File: src/rtl/uart_pkg.sv
// Shared UART definitions: receiver state encoding, frame width
// and the default oversampling ratio.
package uart_pkg;

   typedef enum logic [2:0] {
      IDLE  = 3'd0,
      START = 3'd1,
      DATA  = 3'd2,
      STOP  = 3'd3,
      BREAK = 3'd4
   } rx_state_t;

   localparam int DATA_BITS      = 8;
   localparam int OVERSAMPLE_DEF = 16;

endpackage

File: src/rtl/rx_sync.sv
// Metastability flop chain for an asynchronous input.
// Resets to 1 so an idle serial line reads as idle.
module rx_sync #(
   parameter int STAGES = 2
) (
   input  logic clk,
   input  logic rst,
   input  logic d,
   output logic q
);

   logic [STAGES-1:0] ff;

   always_ff @(posedge clk) begin
      if (rst) ff <= '1;
      else     ff <= {ff[STAGES-2:0], d};
   end

   assign q = ff[STAGES-1];

endmodule

File: src/rtl/rx.sv
// UART 8N1 receiver sampling at mid-bit on an oversample strobe.
// Emits a one-cycle rx_valid per good frame, frame_err on a bad stop bit.
module rx
   import uart_pkg::*;
#(
   parameter int OVERSAMPLE  = OVERSAMPLE_DEF,
   parameter int SYNC_STAGES = 2
) (
   input  logic                 clk,
   input  logic                 rst,
   input  logic                 rxen,
   input  logic                 rxd,
   output logic [DATA_BITS-1:0] rx_data,
   output logic                 rx_valid,
   output logic                 frame_err,
   output logic                 rx_busy
);

   localparam int CW = $clog2(OVERSAMPLE);
   localparam int BW = $clog2(DATA_BITS);
   localparam logic [CW-1:0] CNT_LAST = CW'(OVERSAMPLE - 1);
   localparam logic [CW-1:0] CNT_HALF = CW'(OVERSAMPLE / 2 - 1);
   localparam logic [BW-1:0] IDX_LAST = BW'(DATA_BITS - 1);

   rx_state_t            state, state_n;
   logic [CW-1:0]        cnt, cnt_n;
   logic [BW-1:0]        idx, idx_n;
   logic [DATA_BITS-1:0] sh, sh_n;
   logic [DATA_BITS-1:0] data_n;
   logic                 valid_n, ferr_n;
   logic                 rxd_s;

   rx_sync #(
      .STAGES (SYNC_STAGES)
   ) u_sync (
      .clk (clk),
      .rst (rst),
      .d   (rxd),
      .q   (rxd_s)
   );

   always_ff @(posedge clk) begin
      if (rst) begin
         state     <= IDLE;
         cnt       <= '0;
         idx       <= '0;
         sh        <= '0;
         rx_data   <= '0;
         rx_valid  <= 1'b0;
         frame_err <= 1'b0;
      end else begin
         state     <= state_n;
         cnt       <= cnt_n;
         idx       <= idx_n;
         sh        <= sh_n;
         rx_data   <= data_n;
         rx_valid  <= valid_n;
         frame_err <= ferr_n;
      end
   end

   always_comb begin
      state_n = state;
      cnt_n   = cnt;
      idx_n   = idx;
      sh_n    = sh;
      data_n  = rx_data;
      valid_n = 1'b0;
      ferr_n  = 1'b0;
      if (rxen) begin
         unique case (state)
            IDLE: begin
               if (!rxd_s) begin
                  state_n = START;
                  cnt_n   = '0;
               end
            end
            START: begin
               // A start bit that is high again at mid-bit was a glitch
               if (cnt == CNT_HALF) begin
                  cnt_n   = '0;
                  idx_n   = '0;
                  state_n = rxd_s ? IDLE : DATA;
               end else begin
                  cnt_n = cnt + 1'b1;
               end
            end
            DATA: begin
               if (cnt == CNT_LAST) begin
                  sh_n  = {rxd_s, sh[DATA_BITS-1:1]};
                  cnt_n = '0;
                  idx_n = idx + 1'b1;
                  if (idx == IDX_LAST) state_n = STOP;
               end else begin
                  cnt_n = cnt + 1'b1;
               end
            end
            STOP: begin
               if (cnt == CNT_LAST) begin
                  cnt_n = '0;
                  if (rxd_s) begin
                     data_n  = sh;
                     valid_n = 1'b1;
                     state_n = IDLE;
                  end else begin
                     ferr_n  = 1'b1;
                     state_n = BREAK;
                  end
               end else begin
                  cnt_n = cnt + 1'b1;
               end
            end
            BREAK: begin
               // Wait for the line to recover so a held-low line is one error
               if (rxd_s) state_n = IDLE;
            end
            default: state_n = IDLE;
         endcase
      end
   end

   assign rx_busy = (state != IDLE);

endmodule

File: config.mk
export PLATFORM = sky130hd
export DESIGN_NAME = rx
export DESIGN_NICKNAME = d
export VERILOG_FILES = /design/src/rtl/uart_pkg.sv /design/src/rtl/rx_sync.sv /design/src/rtl/rx.sv
export SDC_FILE = /design/constraint.sdc
export NUM_CORES = 1
export LEC_CHECK = 0
export ABC_AREA = 1
export CORE_MARGIN = 2
export CORE_UTILIZATION = 50
export CTS_CLUSTER_DIAMETER = 200
export DETAILED_ROUTE_END_ITERATION = 6
export GPL_ROUTABILITY_DRIVEN = 0
export HOLD_SLACK_MARGIN = 0.06
export PLACE_DENSITY = 0.74
export REMOVE_ABC_BUFFERS = 1
export SYNTH_ARGS = -nofsm -noshare
export SYNTH_HDL_FRONTEND = slang
export SYNTH_HIERARCHICAL = 1
export SYNTH_SLANG_ARGS = --single-unit
File: constraint.sdc
create_clock -name clk -period 2.6 [get_ports clk]
set_clock_uncertainty 0.15 [all_clocks]
set_input_delay 0.39 -clock clk [delete_from_list [all_inputs] [get_ports clk]]
set_output_delay 0.39 -clock clk [all_outputs]
set_load 0.1 [all_outputs]
## After elaboration in Yosys (flattened, before gate mapping)

Index checks and enable logic that the tools add are counted.

| operators by class | value |
|---|---|
| reductions and logical operators | 11 |
| eq/ne operators | 13 |
| multiplexer cells | 18 |
| $add $sub $neg | 2 |
| bitwise operators | 3 |

Operator list:

| kind | number |
|---|---|
| 3-bit 2-to-1 mux | 9 |
| 3-bit case mux with 5 select lines | 1 |
| 4-bit 2-to-1 mux | 3 |
| 4-bit case mux with 3 select lines | 1 |
| 2-bit != test, second input constant | 5 |
| 4-bit AND reduction | 2 |
| 7-bit AND reduction | 1 |
| 3-bit by 2-bit equality test with 1-bit output, second input constant | 2 |
| 3-bit equality test, second input constant | 2 |
| 3-bit case mux with 2 select lines | 1 |
| 3-bit AND reduction | 2 |
| 3-bit nonzero test | 2 |
| 4-bit by 1-bit adder with 4-bit output, second input constant | 1 |
| 4-bit by 3-bit equality test with 1-bit output, second input constant | 1 |
| 4-bit equality test, second input constant | 1 |
| 4-bit OR reduction | 1 |
| 3-bit by 1-bit adder with 3-bit output, second input constant | 1 |
| 3-bit by 1-bit equality test with 1-bit output, second input constant | 1 |
| 3-bit zero test | 1 |
| 1-bit inverter | 3 |
| 1-bit 2-to-1 mux | 2 |
| 2-bit 2-to-1 mux | 1 |
| 2-bit by 1-bit != test with 1-bit output, second input constant | 1 |
| 2-bit nonzero test | 1 |
| 2-bit OR reduction | 1 |

| storage, ports and cells | value |
|---|---|
| register bits after elaboration | 30 |
| output and inout port bits | 11 |
| input bits | 4 |

## Logic depth before layout (Yosys ltp)

| logic depth | value |
|---|---|
| depth in word-level cells | 4 |
| mapped depth | 9 |
| mapped depth without buffers | 9 |

## Cells and area by module

The synthesis kept the hierarchy.

By module, submodules not included:

| module | sequential area each (sq um) | times used | cells an instance | area an instance (sq um) |
|---|---|---|---|---|
| rx | 560.5 | 1 | 170 | 1232.4 |
| rx_sync | 40.0 | 1 | 7 | 58.8 |

## Least setup slack after synthesis

No wires, ideal clock.

| path | value |
|---|---|
| path type | register to output |
| start point | register state[1] |
| end point | output rx_busy |
| slack | 0.926 ns |
| stages on the path, launching flop included | 3 |
| data arrival time | 1.134 ns |
| required time | 2.060 ns |
| path buffers | 0 |
| cell sequence | dfxtp_1 nor2_1 nand2_1 |

| on the way | value |
|---|---|
| cells in the longest elaborated chain, start to end | 1 |

Ends and longest elaborated chain:

| item | line | RTL |
|---|---|---|
| start: declaration | rx.sv:25 | `rx_state_t state, state_n;` |
| start signal: assignment | rx.sv:52 | `state <= state_n;` |
| 3-bit nonzero test | rx.sv:122 | `assign rx_busy = (state != IDLE);` |
| end: declaration | rx.sv:16 | `output logic rx_busy` |

Every way passes these cells.

## Final worst setup path

| path | value |
|---|---|
| start point | register state[0] |
| end point | output rx_busy |

Same word-level chain as after synthesis.

==> Implementation_results.wiki <==
{| class="wikitable"
! Metric !! Value
|-
| Number of inserted filler cells in the final layout || 232
|-
| Final Cell Area || 1550 sq um
|-
| Multiplexer fraction of the synthesized cell area || 0
|-
| Final number of max-transition violations || 0
|-
| Hold Fails Final Rpt || 0
|-
| Final clock period utilization by the worst path || 0.692
|-
| Total number of placement rows || 18
|-
| Number of instances resized during post-cts repair || 0
|-
| Core ar. || 2450 sq um
|-
| Detailed Routing Iterations Pass 1 || 5
|-
| Yosys warning count || 6
|-
| Number of storage elements in the synthesis netlist || 30
|-
| Quantity of hold-fixing buffers added after cts || 0
|-
| Combined area of all synthesized cells || 1290 sq um
|-
| Time the worst path needs with I/O delays and setup || 1.80 ns
|-
| Critical Path Start Type || flip-flop
|-
| Growth of design area from synthesis to finish || 19.7%
|-
| Initial Utilization || 0.526
|-
| Number of buffers created by CTS || 5
|-
| Maximum number of pins on one net before global-route repair || 26
|-
| Type of the tightest min-delay check || reg -> reg
|-
| # clock sinks || 30
|-
| Peak supply drop || 713 uV
|-
| Placed cell count || 219
|-
| Worst slew margin relative to its limit || 0.590
|-
| Synth Instances || 177
|-
| Result of the run || finished, final reports clean
|-
| Sum Neg Setup Slack || 0 ns
|-
| Largest family of logic cells by synthesized area || simple AND/OR/NAND/NOR gates
|-
| Count of different cell masters after synthesis || 17
|-
| Final setup vio count || 0
|-
| Crit path capture type || output port
|-
| Worst hold-check slack || 0.290 ns
|-
| CTS H-Tree Depth || 2
|-
| Placement-stage cell area || 1430 sq um
|-
| Power per cell area || 802 nW/um^2
|-
| Vias in the first global route || 1045
|-
| Area of the die || 3010 sq um
|-
| Setup WS post-layout || 0.801 ns
|-
| Global route overflow || 0
|-
| Worst slack, placed || 0.503 ns
|-
| Vias || 1171
|-
| Final std cells w/o fill || 227
|-
| Clock tree buffer depth || 2
|-
| Leakage power || 0.704 nW
|-
| Number of maximum-capacitance constraint violations || 0
|-
| DIE WIDTH || 54.8 um
|-
| Area fraction in and, or, nand and nor cells after synthesis || 0.328
|-
| Synthesized-area fraction occupied by adder cells || 0.0291
|-
| Required arrival time at the worst endpoint || 2.06 ns
|-
| Worst-case register-to-register setup slack || 0.82 ns
|-
| Layout cells sized above 1 || 0.147
|-
| Cell types occupying the most area after synthesis || dfxtp_1 47%, nor2_1 13%, nand2_1 8.7%, o21ai_0 7.8%, a21oi_1 3.9%
|-
| Routed Wire Length || 2550 um
|-
| Slew at the pin closest to its max-slew limit || 0.614 ns
|-
| Post-detailed-route DRC marker count || 0
|-
| Post-synthesis share of cell area spent on xor and xnor gates || 0
|-
| Number of nets still failing antenna checks after routing || 0
|-
| Average size of a mapped cell || 7.30 sq um
|-
| First-pass GRT wire length || 4390 um
|-
| Maximum fanout count along the critical path || 6
|-
| Path type of the worst setup path || reg -> out
|-
| Fmax || 0.556 GHz
|-
| Via/cell ratio || 5.16
|-
| Area share of the largest cell type after synthesis || 0.465
|-
| Util after Layout || 0.629
|-
| Number of nets at the end of the flow || 203
|-
| Design Power || 1.24 mW
|-
| Number of DRC violations after detailed-routing iteration 0 || 26
|-
| CTS tree || yes
|-
| Count of input and output buffers || 14
|-
| Drt wl/cell || 11.3 um
|-
| Clock-pin transition on the worst setup and hold timing paths || 0.09 ns
|-
| Antenna violations before repair || 0
|-
| Height of the chip || 54.8 um
|-
| All-layer global routing usage || 0.211
|-
| Sequential element share of the synthesized area || 0.465
|-
| Setup repair after global routing missed its margin || false
|-
| HPWL after DPL || 1820 um
|-
| Postcts setup bufs || 0
|-
| Yosys top cell by area || dfxtp_1
|-
| Root buf cell || clkbuf_4
|-
| Total I/O pin count || 15
|-
| Compound-Gate Fraction of Synth Area || 0.123
|-
| Final antenna diode count || 0
|-
| Insertion delay to the later sink of the worst-skew pair || 0.33 ns
|-
| Data arrival time at the worst-slack endpoint || 1.26 ns
|}
[metal layers]
| metal | global-route usage | part of all wire | vias to the layer above |
|---|---|---|---|
| li1 | - | - | 608 |
| met1 | 0.249 | 0.45 | 529 |
| met2 | 0.343 | 0.48 | 30 |
| met3 | 0.0820 | 0.062 | 4 |
| met4 | 0.0750 | 0.012 | 0 |
| met5 | 0 | 0 | - |
[final timing paths]
path | cells after the start | startpoint | to
hold / removal | 2 | u_sync/ff[0] | u_sync/ff[1]
setup / recovery | 3 | state[0] | rx_busy
hold reg to reg | 2 | u_sync/ff[0] | u_sync/ff[1]
setup reg to reg | 6 | cnt[0] | sh[5]
[Yosys cell counts]
| library cell | number |
|---|---|
| inv_1 | 13 |
| nand4_1 | 2 |
| nor3_4 | 1 |
| nor2_4 | 1 |
| ha_1 | 3 |
| clkbuf_1 | 2 |
| a21oi_1 | 10 |
| dfxtp_1 | 30 |
| o21ai_2 | 1 |
| o21ai_0 | 20 |
| nor2_1 | 45 |
| nand3_4 | 2 |
| nand2_1 | 30 |
| nor3_1 | 3 |
| nor2_2 | 1 |
| nand3_1 | 9 |
| inv_2 | 4 |
[worst max-delay path: stages (launching register included)]
cell and delay, ns:
dfxtp_1 0.37, nor2_1 0.25, nand2_1 0.08, buf_4 0.24
[report_power, final]
part           internal (mW)  switching, mW  total (mW)
clock                  0.326          0.166       0.492
combinational         0.0653          0.176       0.241
sequential             0.481         0.0259       0.507
total                  0.872          0.368        1.24
[registers in the layout (all words and copies together) (netlist names)]
| register | count |
|---|---|
| frame_err | 1 |
| sh | 8 |
| rx_data | 8 |
| cnt | 4 |
| idx | 3 |
| state | 3 |
| u_sync/ff | 2 |
| rx_valid | 1 |
[cell usage in the layout, fill, tap and decap left out, types with 2 or more instances in the layout]
master | netlist | routed
clkbuf_4 | 0 | 5
clkdlybuf4s50_1 | 0 | 3
ha_1 | 3 | 3
o21ai_0 | 20 | 20
inv_2 | 4 | 4
nor3_1 | 3 | 3
nand2_1 | 30 | 30
a21oi_1 | 10 | 10
nand4_1 | 2 | 2
nand3_4 | 2 | 2
bufinv_16 | 0 | 2
nand3_1 | 9 | 9
nor2_1 | 45 | 45
buf_4 | 0 | 11
inv_1 | 13 | 13
dfxtp_1 | 30 | 30
[final cells by class]
cell class	instances	area, sq um	area share
Clock buffer	6	51.3	0.0332
Clock inverter	2	60.1	0.0389
Inverter	17	63.8	0.0413
Multi-Input combinational cell	128	619	0.401
Sequential cell	30	601	0.389
Tap cell	30	37.5	0.0243
Timing Repair Buffer	14	113	0.0729
[logic make-up (layout without fill, tap and decap cells)]
| logic type | Yosys count | after routing |
|---|---|---|
| adders and majority gates | 3 | 3 |
| AOI/OAI and AO/OA | 31 | 31 |
| and+or+nand+nor | 94 | 94 |
| buffers and inverters | 19 | 39 |
| DFF | 30 | 30 |
Note: power is estimated with default switching activity, not from simulation.
